## src/rtl/bus_pkg.sv

```systemverilog
// Shared bus attribute types for the memory-side master/slave bus.
package bus_pkg;

  typedef enum logic {
    READ  = 1'b0,
    WRITE = 1'b1
  } ttype_t;

  typedef enum logic [1:0] {
    BYTE = 2'd0,
    HALF = 2'd1,
    WORD = 2'd2
  } tsize_t;

endpackage

```

## src/rtl/fetch_pkg.sv

```systemverilog
// Types and constants shared by the instruction fetch stage.
package fetch_pkg;

  localparam int unsigned INSTR_BYTES = 4;
  localparam int unsigned XLEN        = 32;

  typedef enum logic [1:0] {
    IDLE  = 2'd0,
    ISSUE = 2'd1,
    WAIT  = 2'd2,
    DRAIN = 2'd3
  } fetch_state_t;

  typedef struct packed {
    logic [XLEN-1:0] pc;
    logic [XLEN-1:0] instr;
  } fetch_entry_t;

endpackage

```

## src/rtl/fetch_unit_if.sv

```systemverilog
// Memory bus between a master (fetch stage) and a memory slave port.
interface master_bus_if;

  logic               bstart;
  logic [31:0]        addr;
  logic               ss;
  bus_pkg::ttype_t    ttype;
  bus_pkg::tsize_t    tsize;
  logic               bdone;
  logic [31:0]        rdata;

  modport master (
    output bstart, addr, ss, ttype, tsize,
    input  bdone, rdata
  );

  modport slave (
    input  bstart, addr, ss, ttype, tsize,
    output bdone, rdata
  );

endinterface

```

## src/rtl/fetch_unit_fifo.sv

```systemverilog
// Prefetch FIFO: power-of-two ring of {pc, instr} entries with flush.
module fetch_fifo
  import fetch_pkg::*;
#(
  parameter int unsigned DEPTH = 4,
  localparam int unsigned AW = $clog2(DEPTH),
  localparam int unsigned CW = AW + 1
) (
  input  logic          clk,
  input  logic          rst_n,
  input  logic          push,
  input  logic          pop,
  input  logic          flush,
  input  fetch_entry_t  wr_entry,
  output logic          full,
  output logic          empty,
  output logic [CW-1:0] count,
  output fetch_entry_t  head
);

  fetch_entry_t    mem [DEPTH];
  logic [AW-1:0]   rd_ptr;
  logic [AW-1:0]   wr_ptr;
  logic            pop_eff;
  logic            push_eff;
  logic [CW-1:0]   count_next;

  assign head = mem[rd_ptr];

  // Effective push/pop and next occupancy; flush dominates both.
  always_comb begin
    pop_eff    = pop && !empty;
    push_eff   = push && (!full || pop_eff);
    count_next = count;
    if (flush) begin
      count_next = '0;
    end else if (push_eff && !pop_eff) begin
      count_next = count + CW'(1);
    end else if (!push_eff && pop_eff) begin
      count_next = count - CW'(1);
    end
  end

  // Storage, pointers and registered occupancy flags.
  always_ff @(posedge clk or negedge rst_n) begin
    if (!rst_n) begin
      rd_ptr <= '0;
      wr_ptr <= '0;
      count  <= '0;
      empty  <= 1'b1;
      full   <= 1'b0;
      for (int i = 0; i < DEPTH; i++) begin
        mem[i] <= '0;
      end
    end else begin
      if (flush) begin
        rd_ptr <= '0;
        wr_ptr <= '0;
      end else begin
        if (push_eff) begin
          mem[wr_ptr] <= wr_entry;
          wr_ptr      <= wr_ptr + AW'(1);
        end
        if (pop_eff) begin
          rd_ptr <= rd_ptr + AW'(1);
        end
      end
      count <= count_next;
      empty <= (count_next == '0);
      full  <= (count_next == CW'(DEPTH));
    end
  end

endmodule

```

## src/rtl/fetch_unit.sv

```systemverilog
// Instruction fetch stage: sequential word reads on ibus into a prefetch FIFO.
// Optional macro FETCH_PERF_EN adds perf_fetched / perf_stall counters.
module fetch_unit
  import fetch_pkg::*;
  import bus_pkg::*;
#(
  parameter logic [31:0] RESET_PC = 32'h0000_0000,
  parameter int unsigned DEPTH    = 4
) (
  input  logic         clk,
  input  logic         rst_n,
  master_bus_if.master ibus,
  input  logic         redirect_valid,
  input  logic [31:0]  redirect_pc,
  output logic         instr_valid,
  output logic [31:0]  instr,
  output logic [31:0]  instr_pc,
  input  logic         instr_ready
`ifdef FETCH_PERF_EN
  ,
  output logic [31:0]  perf_fetched,
  output logic [31:0]  perf_stall
`endif
);

  localparam int unsigned CW  = $clog2(DEPTH) + 1;
  localparam int unsigned CAW = CW + 1;

  localparam logic [1:0] ST_IDLE  = IDLE;
  localparam logic [1:0] ST_ISSUE = ISSUE;
  localparam logic [1:0] ST_WAIT  = WAIT;
  localparam logic [1:0] ST_DRAIN = DRAIN;

  logic [1:0]    state_q, state_d;
  logic [31:0]   fetch_pc_q, fetch_pc_d;
  logic          bstart_q;
  logic [31:0]   addr_q;
  logic          ss_q;

  logic          fifo_full, fifo_empty;
  logic [CW-1:0] fifo_count;
  fetch_entry_t  fifo_head, push_entry;
  logic          push, pop;
  logic [CAW-1:0] count_after;
  logic          credit_after;
  logic [31:0]   redirect_tgt;

  assign redirect_tgt = redirect_pc & ~32'h3;
  assign pop          = instr_valid && instr_ready && !redirect_valid;
  assign push         = (state_q == ST_WAIT) && ibus.bdone && !redirect_valid;
  assign push_entry   = '{pc: fetch_pc_q, instr: ibus.rdata};
  assign count_after  = CAW'(fifo_count) + CAW'(push) - CAW'(pop);
  assign credit_after = count_after < CAW'(DEPTH);

  fetch_fifo #(.DEPTH(DEPTH)) u_fifo (
    .clk      (clk),
    .rst_n    (rst_n),
    .push     (push),
    .pop      (pop),
    .flush    (redirect_valid),
    .wr_entry (push_entry),
    .full     (fifo_full),
    .empty    (fifo_empty),
    .count    (fifo_count),
    .head     (fifo_head)
  );

  assign instr_valid = !fifo_empty;
  assign instr       = fifo_head.instr;
  assign instr_pc    = fifo_head.pc;

  assign ibus.bstart = bstart_q;
  assign ibus.addr   = addr_q;
  assign ibus.ss     = ss_q;
  assign ibus.ttype  = READ;
  assign ibus.tsize  = WORD;

  // State register.
  always_ff @(posedge clk or negedge rst_n) begin
    if (!rst_n) begin
      state_q    <= ST_IDLE;
      fetch_pc_q <= RESET_PC;
    end else begin
      state_q    <= state_d;
      fetch_pc_q <= fetch_pc_d;
    end
  end

  // Next state and next fetch PC; redirect always retargets the PC.
  always_comb begin
    state_d    = state_q;
    fetch_pc_d = fetch_pc_q;
    case (state_q)
      ST_IDLE: begin
        if (!redirect_valid && !fifo_full) state_d = ST_ISSUE;
      end
      ST_ISSUE: begin
        state_d = redirect_valid ? ST_DRAIN : ST_WAIT;
      end
      ST_WAIT: begin
        if (ibus.bdone) begin
          fetch_pc_d = fetch_pc_q + 32'(INSTR_BYTES);
          state_d    = (redirect_valid || credit_after) ? ST_ISSUE : ST_IDLE;
        end else if (redirect_valid) begin
          state_d = ST_DRAIN;
        end
      end
      ST_DRAIN: begin
        if (ibus.bdone) begin
          state_d = (redirect_valid || credit_after) ? ST_ISSUE : ST_IDLE;
        end
      end
      default: state_d = ST_IDLE;
    endcase
    if (redirect_valid) fetch_pc_d = redirect_tgt;
  end

  // Registered bus request: one-cycle bstart, address held until bdone.
  always_ff @(posedge clk or negedge rst_n) begin
    if (!rst_n) begin
      bstart_q <= 1'b0;
      ss_q     <= 1'b0;
      addr_q   <= RESET_PC;
    end else begin
      bstart_q <= (state_d == ST_ISSUE);
      ss_q     <= (state_d != ST_IDLE);
      if (state_d == ST_ISSUE) addr_q <= fetch_pc_d;
    end
  end

`ifdef FETCH_PERF_EN
  // Words pushed and decoder-starved cycles; unaffected by redirect.
  always_ff @(posedge clk or negedge rst_n) begin
    if (!rst_n) begin
      perf_fetched <= '0;
      perf_stall   <= '0;
    end else begin
      if (push) perf_fetched <= perf_fetched + 32'd1;
      if (instr_ready && !instr_valid) perf_stall <= perf_stall + 32'd1;
    end
  end
`endif

endmodule

```

## src/flat_wrapper.sv

```systemverilog
// flat-port wrapper written by rule: the top's interface ports become plain ports
module fetch_unit_flat import fetch_pkg::*; import bus_pkg::*;
#(
  parameter logic [31:0] RESET_PC = 32'h0000_0000,
  parameter int unsigned DEPTH    = 4
)
  (clk, rst_n, redirect_valid, redirect_pc, instr_valid, instr, instr_pc, instr_ready, ibus_bstart, ibus_addr, ibus_ss, ibus_ttype, ibus_tsize, ibus_bdone, ibus_rdata);
  master_bus_if ibus_i ();
  input  logic clk;
  input  logic rst_n;
  input  logic redirect_valid;
  input  logic [31:0] redirect_pc;
  output logic instr_valid;
  output logic [31:0] instr;
  output logic [31:0] instr_pc;
  input  logic instr_ready;
  output wire logic [$bits(ibus_i.bstart)-1:0] ibus_bstart;
  output wire logic [$bits(ibus_i.addr)-1:0] ibus_addr;
  output wire logic [$bits(ibus_i.ss)-1:0] ibus_ss;
  output wire logic [$bits(ibus_i.ttype)-1:0] ibus_ttype;
  output wire logic [$bits(ibus_i.tsize)-1:0] ibus_tsize;
  input wire logic [$bits(ibus_i.bdone)-1:0] ibus_bdone;
  input wire logic [$bits(ibus_i.rdata)-1:0] ibus_rdata;
  assign ibus_bstart = ibus_i.bstart;
  assign ibus_addr = ibus_i.addr;
  assign ibus_ss = ibus_i.ss;
  assign ibus_ttype = ibus_i.ttype;
  assign ibus_tsize = ibus_i.tsize;
  assign ibus_i.bdone = ibus_bdone;
  assign ibus_i.rdata = ibus_rdata;
  fetch_unit #(.RESET_PC(RESET_PC), .DEPTH(DEPTH)) u_core (.clk(clk), .rst_n(rst_n), .ibus(ibus_i), .redirect_valid(redirect_valid), .redirect_pc(redirect_pc), .instr_valid(instr_valid), .instr(instr), .instr_pc(instr_pc), .instr_ready(instr_ready));
endmodule
```

## config.mk

```make
export PLATFORM = sky130hd
export DESIGN_NAME = fetch_unit_flat
export DESIGN_NICKNAME = d
export VERILOG_FILES = /design/src/rtl/bus_pkg.sv /design/src/rtl/fetch_pkg.sv /design/src/rtl/fetch_unit_if.sv /design/src/rtl/fetch_unit_fifo.sv /design/src/rtl/fetch_unit.sv /design/src/flat_wrapper.sv
export SDC_FILE = /design/constraint.sdc
export NUM_CORES = 1
export LEC_CHECK = 0
export CAP_MARGIN = 0
export CORE_MARGIN = 5
export CORE_UTILIZATION = 50
export DETAILED_ROUTE_END_ITERATION = 8
export PLACE_DENSITY_LB_ADDON = 0.1
export SYNTH_ARGS = -nofsm -noshare
export SYNTH_HDL_FRONTEND = slang
export SYNTH_HIERARCHICAL = 1
export SYNTH_SLANG_ARGS = --single-unit
```

## constraint.sdc

```tcl
create_clock -name clk -period 4.57 [get_ports clk]
set_input_delay 1.371 -clock clk [delete_from_list [all_inputs] [get_ports clk]]
set_output_delay 1.371 -clock clk [all_outputs]
set_load 0.005 [all_outputs]
```

==> impl_metrics.tcl, run 1 <==
set metrics [dict create \
    outcome "finished, final reports clean" \
    switching_share 0.2423 \
    vias 8824 \
    gr-usage-all-layers 0.1913 \
    startpoint_class "flip-flop" \
    core_region_area_um2 32370 \
    rows 66 \
    dominantRegCellSynth "dfrtp_1" \
    cell_type_contributing_the_most_total_cell_area_after_synthesis "dfrtp_1" \
    synth-async-reset-ratio 1.000 \
    whs_path_depth 1 \
    synth_xor_area_frac 0.006994 \
    simple_gate_share_of_the_synthesized_area 0.04903 \
    timing.final.max_slew_violations 0 \
    maxCapViolations 0 \
    dominant_combinational_cell_family_by_area_after_synthesis "multiplexers" \
    final.min_clock_period_ns 3.990 \
    yosysWarningCount 6 \
    netlist_cell_types 60 \
    rsz0062_at_grt "no" \
    internal_power_mw 6.715 \
    synth-compound-area-share 0.02413 \
    drt.antenna.violating_nets 0 \
    fin_worst_skew_ns 0.007729 \
    ctsHtreeMaxLevel 2 \
    final_std_cell_area_no_fill_um2 19300 \
    die_area_um2 36270 \
    synth_top_cells_by_area "dfrtp_1 (51%), mux2_4 (22%), mux4_2 (8.9%)" \
    globalplace.congestion 0.7501 \
    initial_utilization 0.5029 \
    crit-reg2reg-launch "u_core/state_q[1]" \
    achievable-frequency_mhz 250.6 \
    worst_setup_path_end_kind "output pin" \
    drc 0 \
    seq_power_share 0.422 \
    post_synth_fa_ha_maj_area_fraction 0.007685 \
    antennaDiodeCount 0 \
    finalHoldViolCount 0 \
    wl_per_cell_um 21.26 \
    synth_cells 994 \
    first_global_vias 9496 \
    synthesized_flop_and_latch_total 333 \
    layout.nets 1233 \
    n_fill_cell 2521 \
    vias_per_cell 5.437 \
    cts_hold_buffers 0 \
    dieHeight_um 190.4 \
    min_period_over_period 0.8730 \
    global_route_wire_length_before_repair_mm 55.33 \
    place_inst 1557 \
    post_synth_mux_area_share 0.3463 \
    critPathMaxFanout 23 \
    cellPowerDensity_nw_per_um2 459.3 \
    area_growth_pct 18.54 \
    instances_no_fill 1623 \
    clk_transition_reported_paths_ns 0.06 \
    grt.overflow.total 0 \
    detail_route.wirelength_mm 34.50 \
    yosysSeqAreaShare 0.5119 \
    numCtsBuffers 37 \
    power.combinational.fraction 0.238 \
    yosysTopAreaCellShare 0.5103 \
    root_buf_cell "clkbuf_16" \
    timing.slew.headroom 0.4421 \
    clock-sinks 333 \
    num_io_pins 171 \
    avg_synthesized_cell_area_um2 16.38 \
    detail_route.first_pass.iterations 5 \
    buffer_ports.inserted 165 \
    postLayoutCoreUtil 0.5962 \
    share_of_cells_above_drive_strength_1 0.3633 \
    leak_nw 8.465 \
    tritoncts_clock_tree "done" \
    synth.cell_area_um2 16280 \
    worst-r2r-cell-count 12 \
    first_iter_violations 446 \
    cts_resized 0 \
    path_class "flip-flop to output pin" \
    post_dp_cell_area_um2 18050 \
    dp_hpwl_mm 21.47 \
    grt_antenna_before_repair 1 \
    cts_setup_buffers 0 \
    worstSkewPairLatency_ns 0.52 \
    die_width_um 190.4 \
    power.share.clock 0.340 \
    net-switching-power_mw 2.148 \
    synth-edff-count 0 \
    critPathLaunch "u_core/u_fifo/rd_ptr[0]" \
    vdd.ir_drop.worst_uv 292.1 \
    ctsLongestPathBuffers 3 \
    setup_tns_ns 0 \
    worst_hold_startpoint "u_core/ibus.addr[7]" \
    final-setup-viol-count 0 \
    fin_worst_hold_slack_ns 0.4913 \
    critical_path_required_ns 3.20 \
    worstMarginPinSlew_ns 0.8368 \
    grt_start_max_net_pins 106 \
    worst_hold_path_type "flip-flop to flip-flop" \
    critical_path_data_arrival_time_ns 2.62 \
]
==> critical path, stage by stage, from the launching register on <==
cell and delay, ns:
dfrtp_4 0.73, buf_12 0.30, mux4_2 0.58, clkdlybuf4s50_1 0.48
==> state kept, by name (all words and copies together), names as in the netlist <==
name,flops
u_core/u_fifo/mem,256
u_core/fetch_pc_q,32
u_core/ibus.addr,32
u_core/u_fifo/count,3
u_core/state_q,2
u_core/u_fifo/rd_ptr,2
u_core/u_fifo/wr_ptr,2
u_core/ibus.bstart,1
u_core/ibus.ss,1
u_core/u_fifo/empty,1
u_core/u_fifo/full,1
==> through the flow <==
step | setup slack [ns] | total power [mW]
3_3_place_gp | 0.4834 | 5.899
5_1_grt | 0.4431 | 9.290
6_report | 0.5804 | 8.863
4_1_cts | 0.4999 | 8.994
2_1_floorplan | 0.4425 | 4.727
3_5_place_dp | 0.4483 | 5.917
==> layout by cell type, fill, tap and decap left out, types with 3 or more instances in the layout <==
cell type | Yosys | final
nand2_1 | 27 | 27
mux2_1 | 27 | 27
clkinv_2 | 0 | 4
o21ai_1 | 8 | 8
nor4_1 | 5 | 5
or4_1 | 17 | 17
xnor2_1 | 11 | 11
conb_1 | 2 | 3
clkbuf_16 | 0 | 39
o211ai_1 | 4 | 4
nor2b_1 | 4 | 4
o21ai_0 | 6 | 6
mux4_2 | 64 | 64
mux2_2 | 23 | 23
buf_4 | 5 | 7
mux2i_1 | 3 | 3
nand3b_1 | 4 | 4
a31oi_1 | 16 | 16
clkbuf_1 | 15 | 7
mux2_4 | 240 | 240
nor2_1 | 30 | 30
ha_1 | 10 | 10
buf_12 | 28 | 14
clkbuf_8 | 0 | 14
and3_1 | 5 | 5
and2_4 | 4 | 4
o31ai_1 | 13 | 13
dfrtp_1 | 332 | 330
inv_1 | 20 | 20
nand3_1 | 11 | 11
nand4_1 | 8 | 8
clkdlybuf4s50_1 | 0 | 163
==> power groups by stage <==
| stage | Sequential [mW] | Combinational, mW | Clock, mW |
|---|---|---|---|
| after floorplan | 3.68 | 1.05 | 0 |
| after global placement | 3.78 | 2.12 | 0 |
| after detailed placement | 3.77 | 2.14 | 0 |
| after CTS | 3.74 | 2.15 | 3.10 |
| after global routing | 3.80 | 2.27 | 3.22 |
| final | 3.74 | 2.11 | 3.02 |
==> final timing paths <==
| kind | slack [ns] | endpoint |
|---|---|---|
| min in group asynchronous | 0.90 | u_core/u_fifo/mem[197] |
| hold reg to reg | 0.49 | u_core/ibus.addr[7] |
| setup reg to reg | 1.62 | u_core/ibus.addr[12] |
| max in group asynchronous | 2.67 | u_core/u_fifo/empty |
| setup / recovery | 0.58 | instr_pc[4] |
| hold / removal | 0.49 | u_core/ibus.addr[7] |
==> logic make-up (layout without fill, tap and decap cells) <==
logic type	count (synthesis)	in the layout
adders and majority gates	10	10
AOI/OAI and AO/OA	57	57
muxes	357	357
buffers and inverters	87	273
xor gates and xnor gates	13	13
DFF	333	333
other	2	3
and+or+nand+nor	135	135
==> cells in the mapped netlist (all sizes together), types with 2 or more instances <==
cell,instances
conb,2
or4,19
nor2,30
clkbuf,15
a31oi,17
nor3,2
or3,2
a21oi,2
o31ai,13
mux2i,3
o211ai,4
nand3b,4
mux2,290
inv,21
dfrtp,332
ha,10
xor2,2
buf,49
nand2b,2
nand4,9
o21ai,14
nor3b,2
and3,5
nand3,12
and4,2
mux4,64
nand2,27
nor2b,4
and2,4
xnor2,11
nor4,5
==> final cells by class <==
class | instances | area (um2) | share of cell area
Tap cell | 442 | 553.0 | 0.02865
Clock inverter | 6 | 58.81 | 0.003047
Clock buffer | 60 | 1195 | 0.06191
Sequential cell | 333 | 8342 | 0.4322
Inverter | 21 | 78.83 | 0.004084
Multi-Input combinational cell | 575 | 7088 | 0.3673
Timing Repair Buffer | 186 | 1984 | 0.1028
==> per-layer routing <==
layer,track usage,wire (um)
met3,0.03735,1848
met4,0.04448,467
met5,0,7
met1,0.2919,16770
met2,0.2859,15410
Note: power is estimated with default switching activity, not from simulation.
==> run 2, diff against run 1 <==
--- a/config.mk
+++ b/config.mk
@@ -8,6 +8,7 @@
 export CAP_MARGIN = 0
 export CORE_MARGIN = 5
 export CORE_UTILIZATION = 50
+export CTS_BUF_LIST = sky130_fd_sc_hd__clkbuf_8
 export DETAILED_ROUTE_END_ITERATION = 8
 export PLACE_DENSITY_LB_ADDON = 0.1
 export SYNTH_ARGS = -nofsm -noshare
==> run 2 against run 1 <==
Effect of this change: non-clock buffer count stayed put; register-to-register slack hardly changed; sequential share of layout area is 0.30 points higher; clock power is 13% lower; sequential cell count stayed put; first-iteration DRC count is 1.1% higher; worst setup slack worse by 0.061 ns; hold slack hardly changed; clock skew is 0.011 ns higher; global-route usage is 0.088 points higher; fmax is 1.5% lower; largest power group unchanged.
==> impl_metrics.tcl, run 2 (same netlist as run 1, synthesis figures left out) <==
set metrics [dict create \
    outcome "finished, final reports clean" \
    min_period_over_period 0.8864 \
    global_route_wire_length_before_repair_mm 55.54 \
    fin_worst_skew_ns 0.01854 \
    drc 0 \
    clock-sinks 333 \
    reg_with_most_ffs "u_core/u_fifo/mem" \
    final.min_clock_period_ns 4.051 \
    initial_utilization 0.5029 \
    antennaDiodeCount 0 \
    path_class "flip-flop to output pin" \
    vias 8876 \
    die_area_um2 36270 \
    grt_antenna_before_repair 1 \
    net-switching-power_mw 2.129 \
    switching_share 0.2511 \
    num_io_pins 171 \
    internal_power_mw 6.352 \
    power.combinational.fraction 0.249 \
    finalHoldViolCount 0 \
    cts_setup_buffers 0 \
    critical_path_data_arrival_time_ns 2.68 \
    tritoncts_clock_tree "done" \
    met2RoutedLength_mm 15.40 \
    achievable-frequency_mhz 246.9 \
    wl_per_cell_um 20.95 \
    instances_no_fill 1654 \
    worst-r2r-setup-slack_ns 1.63 \
    core_region_area_um2 32370 \
    startpoint_class "flip-flop" \
    final_std_cell_area_no_fill_um2 19170 \
    first_global_vias 9583 \
    share_of_cells_above_drive_strength_1 0.3680 \
    power.share.clock 0.310 \
    layout.nets 1252 \
    ctsHtreeMaxLevel 2 \
    n_fill_cell 2561 \
    cts_resized 0 \
    dieHeight_um 190.4 \
    setup_tns_ns 0 \
    worst-r2r-cell-count 12 \
    cellPowerDensity_nw_per_um2 442.5 \
    whs_path_depth 1 \
    vdd.ir_drop.worst_uv 292.1 \
    leak_nw 8.500 \
    multi_input_logic_area_um2 7088 \
    gr-usage-all-layers 0.1922 \
    detailroute.wirelength.met3_mm 1.926 \
    vias_per_cell 5.366 \
    rows 66 \
    worstMarginPinSlew_ns 0.8494 \
    place_inst 1557 \
    cts_hold_buffers 0 \
    die_width_um 190.4 \
    rsz0062_at_grt "no" \
    timing.slew.headroom 0.4338 \
    root_buf_cell "clkbuf_8" \
    globalplace.congestion 0.7501 \
    seq_power_share 0.441 \
    grt.overflow.total 0 \
    maxUsedRoutingLayer "met5" \
    clk_transition_reported_paths_ns 0.05 \
    drt.antenna.violating_nets 0 \
    grt_start_max_net_pins 106 \
    detail_route.first_pass.iterations 4 \
    critical_path_required_ns 3.20 \
    final-setup-viol-count 0 \
    dp_hpwl_mm 21.47 \
    critPathMaxFanout 23 \
    worst_hold_path_type "flip-flop to flip-flop" \
    seqCellArea_um2 8342 \
    wirelength_met1_mm 16.72 \
    r2r-end "u_core/ibus.addr[11]" \
    largest_register_ff_count 256 \
    ctsLongestPathBuffers 3 \
    whs_endpoint "u_core/ibus.addr[7]" \
    fin_worst_hold_slack_ns 0.4916 \
    first_iter_violations 451 \
    maxCapViolations 0 \
    timing.final.max_slew_violations 0 \
    post_dp_cell_area_um2 18050 \
    buffer_ports.inserted 165 \
    worst_hold_startpoint "u_core/ibus.addr[7]" \
    worst_setup_path_end_kind "output pin" \
    detail_route.wirelength_mm 34.66 \
    postLayoutCoreUtil 0.5921 \
    worstSkewPairLatency_ns 0.59 \
    most_frequent_cells_in_the_layout "dfrtp_1 (330), mux2_4 (240), clkdlybuf4s50_1 (163)" \
    crit-reg2reg-launch "u_core/state_q[1]" \
    numCtsBuffers 56 \
    area_growth_pct 17.74 \
    layout_commonest_cell "dfrtp_1" \
]
-- run 2: cell count changes in the layout (fill, tap and decap cells not counted) --
| cell | before | now |
|---|---|---|
| clkbuf_8 | 14 | 70 |
| clkbuf_16 | 39 | 0 |
| inv_1 | 20 | 41 |
| clkbuf_1 | 7 | 0 |
| bufinv_16 | 1 | 2 |
| inv_6 | 1 | 0 |
-- run 2: layer usage --
| metal | global-route usage | vias up |
|---|---|---|
| met5 | 0 | - |
| met1 | 0.2891 | 4586 |
| met4 | 0.04807 | 2 |
| met2 | 0.2863 | 208 |
| met3 | 0.04266 | 60 |
| li1 | - | 4020 |
-- run 2: how the worst max path moves through the flow --
stage	start	to	slack (ns)	cells after the start
2_1_floorplan	redirect_valid	u_core/ibus.addr[12]	0.44	13
3_3_place_gp	ibus_bdone	u_core/ibus.addr[14]	0.48	13
3_5_place_dp	ibus_bdone	u_core/ibus.addr[12]	0.45	13
4_1_cts	u_core/u_fifo/rd_ptr[0]	instr_pc[4]	0.41	3
5_1_grt	u_core/u_fifo/rd_ptr[0]	instr_pc[13]	0.36	3
6_report	u_core/u_fifo/rd_ptr[0]	instr_pc[4]	0.52	3
-- run 2: power groups by stage --
stage / Combinational [mW] / Sequential [mW] / Clock [mW]
after floorplan: 1.05 / 3.68 / 0
after global placement: 2.12 / 3.78 / 0
after detailed placement: 2.14 / 3.77 / 0
after CTS: 2.15 / 3.74 / 2.73
after global routing: 2.27 / 3.80 / 2.87
final: 2.11 / 3.74 / 2.63
-- run 2: worst max-delay path, stage by stage, from the launching register on --
cell	delay, ns
dfrtp_4	0.74
buf_12	0.30
mux4_2	0.57
clkdlybuf4s50_1	0.48
-- run 2: cell type report --
| class | instances | area share |
|---|---|---|
| clock buffer | 70 | 0.05026 |
| clock inverter | 27 | 0.008290 |
| inverter | 21 | 0.004112 |
| multi-input combinational | 575 | 0.3698 |
| sequential | 333 | 0.4352 |
| tap | 442 | 0.02885 |
| timing repair buffer | 186 | 0.1035 |
-- run 2: through the flow --
stage,setup WS [ns],total power [mW]
2_1_floorplan,0.4425,4.727
3_3_place_gp,0.4834,5.899
3_5_place_dp,0.4483,5.917
4_1_cts,0.4142,8.627
5_1_grt,0.3576,8.942
6_report,0.5191,8.481
==> run 3, diff against run 2 <==
==> constraint.sdc (replaced) <==
create_clock -name clk -period 4.57 [get_ports clk]
set_input_delay 1.371 -clock clk [delete_from_list [all_inputs] [get_ports clk]]
set_output_delay 1.371 -clock clk [all_outputs]
set_load 0.1 [all_outputs]
==> run 3 against run 2 <==
Effect of this change: fmax grew 1.5%; final cell count grew 1.1%; count of clock-buffer cells in the layout grew 8; critical path depth is the same; routed wire length grew 0.59%; die area is the same; largest power group is now combinational cells; critical path type unchanged; via count grew 1.7%.
==> impl_metrics.tcl, run 3 (same netlist as run 1, synthesis figures left out) <==
set metrics [dict create \
    maxUsedRoutingLayer "met5" \
    finalHoldViolCount 0 \
    achievable-frequency_mhz 250.6 \
    fin_worst_skew_ns 0.03124 \
    first_global_vias 9847 \
    first_iter_violations 399 \
    tritoncts_clock_tree "done" \
    clock-sinks 333 \
    critPathMaxFanout 28 \
    timing.critical_path.slowest_stage_cell "dfrtp_4" \
    cts_resized 0 \
    maxCapViolations 0 \
    path_class "flip-flop to output pin" \
    dieHeight_um 190.4 \
    ctsLongestPathBuffers 3 \
    detail_route.wirelength_mm 34.86 \
    leak_nw 8.670 \
    place_inst 1563 \
    largest_register_ff_count 256 \
    worst_setup_path_end_kind "output pin" \
    cts_setup_buffers 0 \
    rsz0062_at_grt "no" \
    drt.antenna.violating_nets 0 \
    worstMarginPinSlew_ns 0.9931 \
    vias 9026 \
    final.min_clock_period_ns 3.990 \
    antennaDiodeCount 0 \
    vdd.ir_drop.worst_uv 657.5 \
    root_buf_cell "clkbuf_8" \
    min_period_over_period 0.8730 \
    grt.overflow.total 0 \
    crit_family "flip-flops" \
    grt_antenna_before_repair 1 \
    detail_route.first_pass.iterations 4 \
    wirelength_met1_mm 16.84 \
    cts_hold_buffers 0 \
    timing.final.max_slew_violations 0 \
    outcome "finished, final reports clean" \
    timing.critical_path.buf_inv 2 \
    num_io_pins 171 \
    timing.slew.headroom 0.3358 \
    worstSkewPairLatency_ns 0.59 \
    layout_commonest_cell "dfrtp_1" \
    dp_worst_setup_slack_ns 0.4165 \
    detailroute.wirelength.met3_mm 1.893 \
    drc 0 \
    critical_path.max_stage_delay_ns 0.83 \
    initial_utilization 0.5029 \
    instances_no_fill 1672 \
    grt_start_max_net_pins 111 \
    n_fill_cell 2592 \
    wl_per_cell_um 20.85 \
    final_std_cell_area_no_fill_um2 19150 \
    final_critical_path_setup_slack_ns 0.5803 \
    area_growth_pct 17.63 \
    layout.nets 1260 \
    timing.critical_path.cells "buf_4 > mux4_2 > buf_4" \
    multi_input_logic_area_um2 7088 \
    critical_path_data_arrival_time_ns 2.62 \
    most_frequent_cells_in_the_layout "dfrtp_1 (330), mux2_4 (240), clkdlybuf4s50_1 (99)" \
    clk_transition_reported_paths_ns 0.06 \
    setup_tns_ns 0 \
    critical_path_required_ns 3.20 \
    worst_hold_path_type "flip-flop to flip-flop" \
    core_region_area_um2 32370 \
    cellPowerDensity_nw_per_um2 597.0 \
    die_width_um 190.4 \
    vias_per_cell 5.398 \
    gr-usage-all-layers 0.1941 \
    die_area_um2 36270 \
    met2RoutedLength_mm 15.55 \
    crit_path_frequent_cell "buf_4" \
    total_design_power_mw 11.43 \
    buffer_ports.inserted 165 \
    numCtsBuffers 58 \
    global_route_wire_length_before_repair_mm 56.41 \
    post_dp_cell_area_um2 17920 \
    seqCellArea_um2 8342 \
    share_of_cells_above_drive_strength_1 0.4309 \
    globalplace.congestion 0.7244 \
    reg_with_most_ffs "u_core/u_fifo/mem" \
    ctsHtreeMaxLevel 2 \
    startpoint_class "flip-flop" \
    final-setup-viol-count 0 \
    dp_hpwl_mm 21.73 \
    rows 66 \
]
==> run 3: cell count changes in the layout (fill, tap and decap cells not counted) <==
cell	previous run	this run
buf_12	14	13
buf_4	7	78
bufinv_16	2	1
clkbuf_8	70	78
clkdlybuf4s50_1	163	99
clkinv_2	4	10
clkinvlp_4	0	1
inv_1	41	39
==> run 3: layout make-up <==
type	count	area share
inverters	21	0.004116
well taps	442	0.02888
repair buffers	192	0.09696
flip-flops and latches	333	0.4356
multi-input cells	575	0.3701
clock buffers	78	0.05606
clock inverters	31	0.008297
==> run 3: final timing paths <==
| kind | start | cells past startpoint | slack [ns] | to |
|---|---|---|---|---|
| min in group asynchronous | rst_n | 1 | 0.87 | u_core/u_fifo/mem[133] |
| max in group asynchronous | rst_n | 2 | 2.77 | u_core/ibus.addr[13] |
| worst max register to register | u_core/state_q[1] | 12 | 1.63 | u_core/ibus.addr[9] |
| worst min-delay path | u_core/ibus.addr[19] | 1 | 0.50 | u_core/ibus.addr[19] |
| worst min register to register | u_core/ibus.addr[19] | 1 | 0.50 | u_core/ibus.addr[19] |
| worst max-delay path | u_core/u_fifo/rd_ptr[0] | 3 | 0.58 | instr_pc[30] |
==> run 3: report_power, final <==
| part | switching, mW | leakage (nW) | internal, mW |
|---|---|---|---|
| Sequential | 0.336 | 4.40 | 3.41 |
| Combinational | 3.53 | 3.55 | 1.37 |
| Clock | 1.21 | 0.715 | 1.58 |
==> run 3: metal layers <==
layer,up-vias,track usage
met5,-,0
met4,2,0.04420
met3,48,0.04138
met2,206,0.2959
met1,4730,0.2888
li1,4040,-
==> run 3: stage by stage <==
stage / hold slack (ns) / util
after floorplan: 0.4751 / -
after global placement: 0.4740 / 0.5535
after detailed placement: 0.4820 / 0.5535
after CTS: 0.5022 / 0.5916
after global routing: 0.5106 / 0.5916
final: 0.4972 / 0.5916
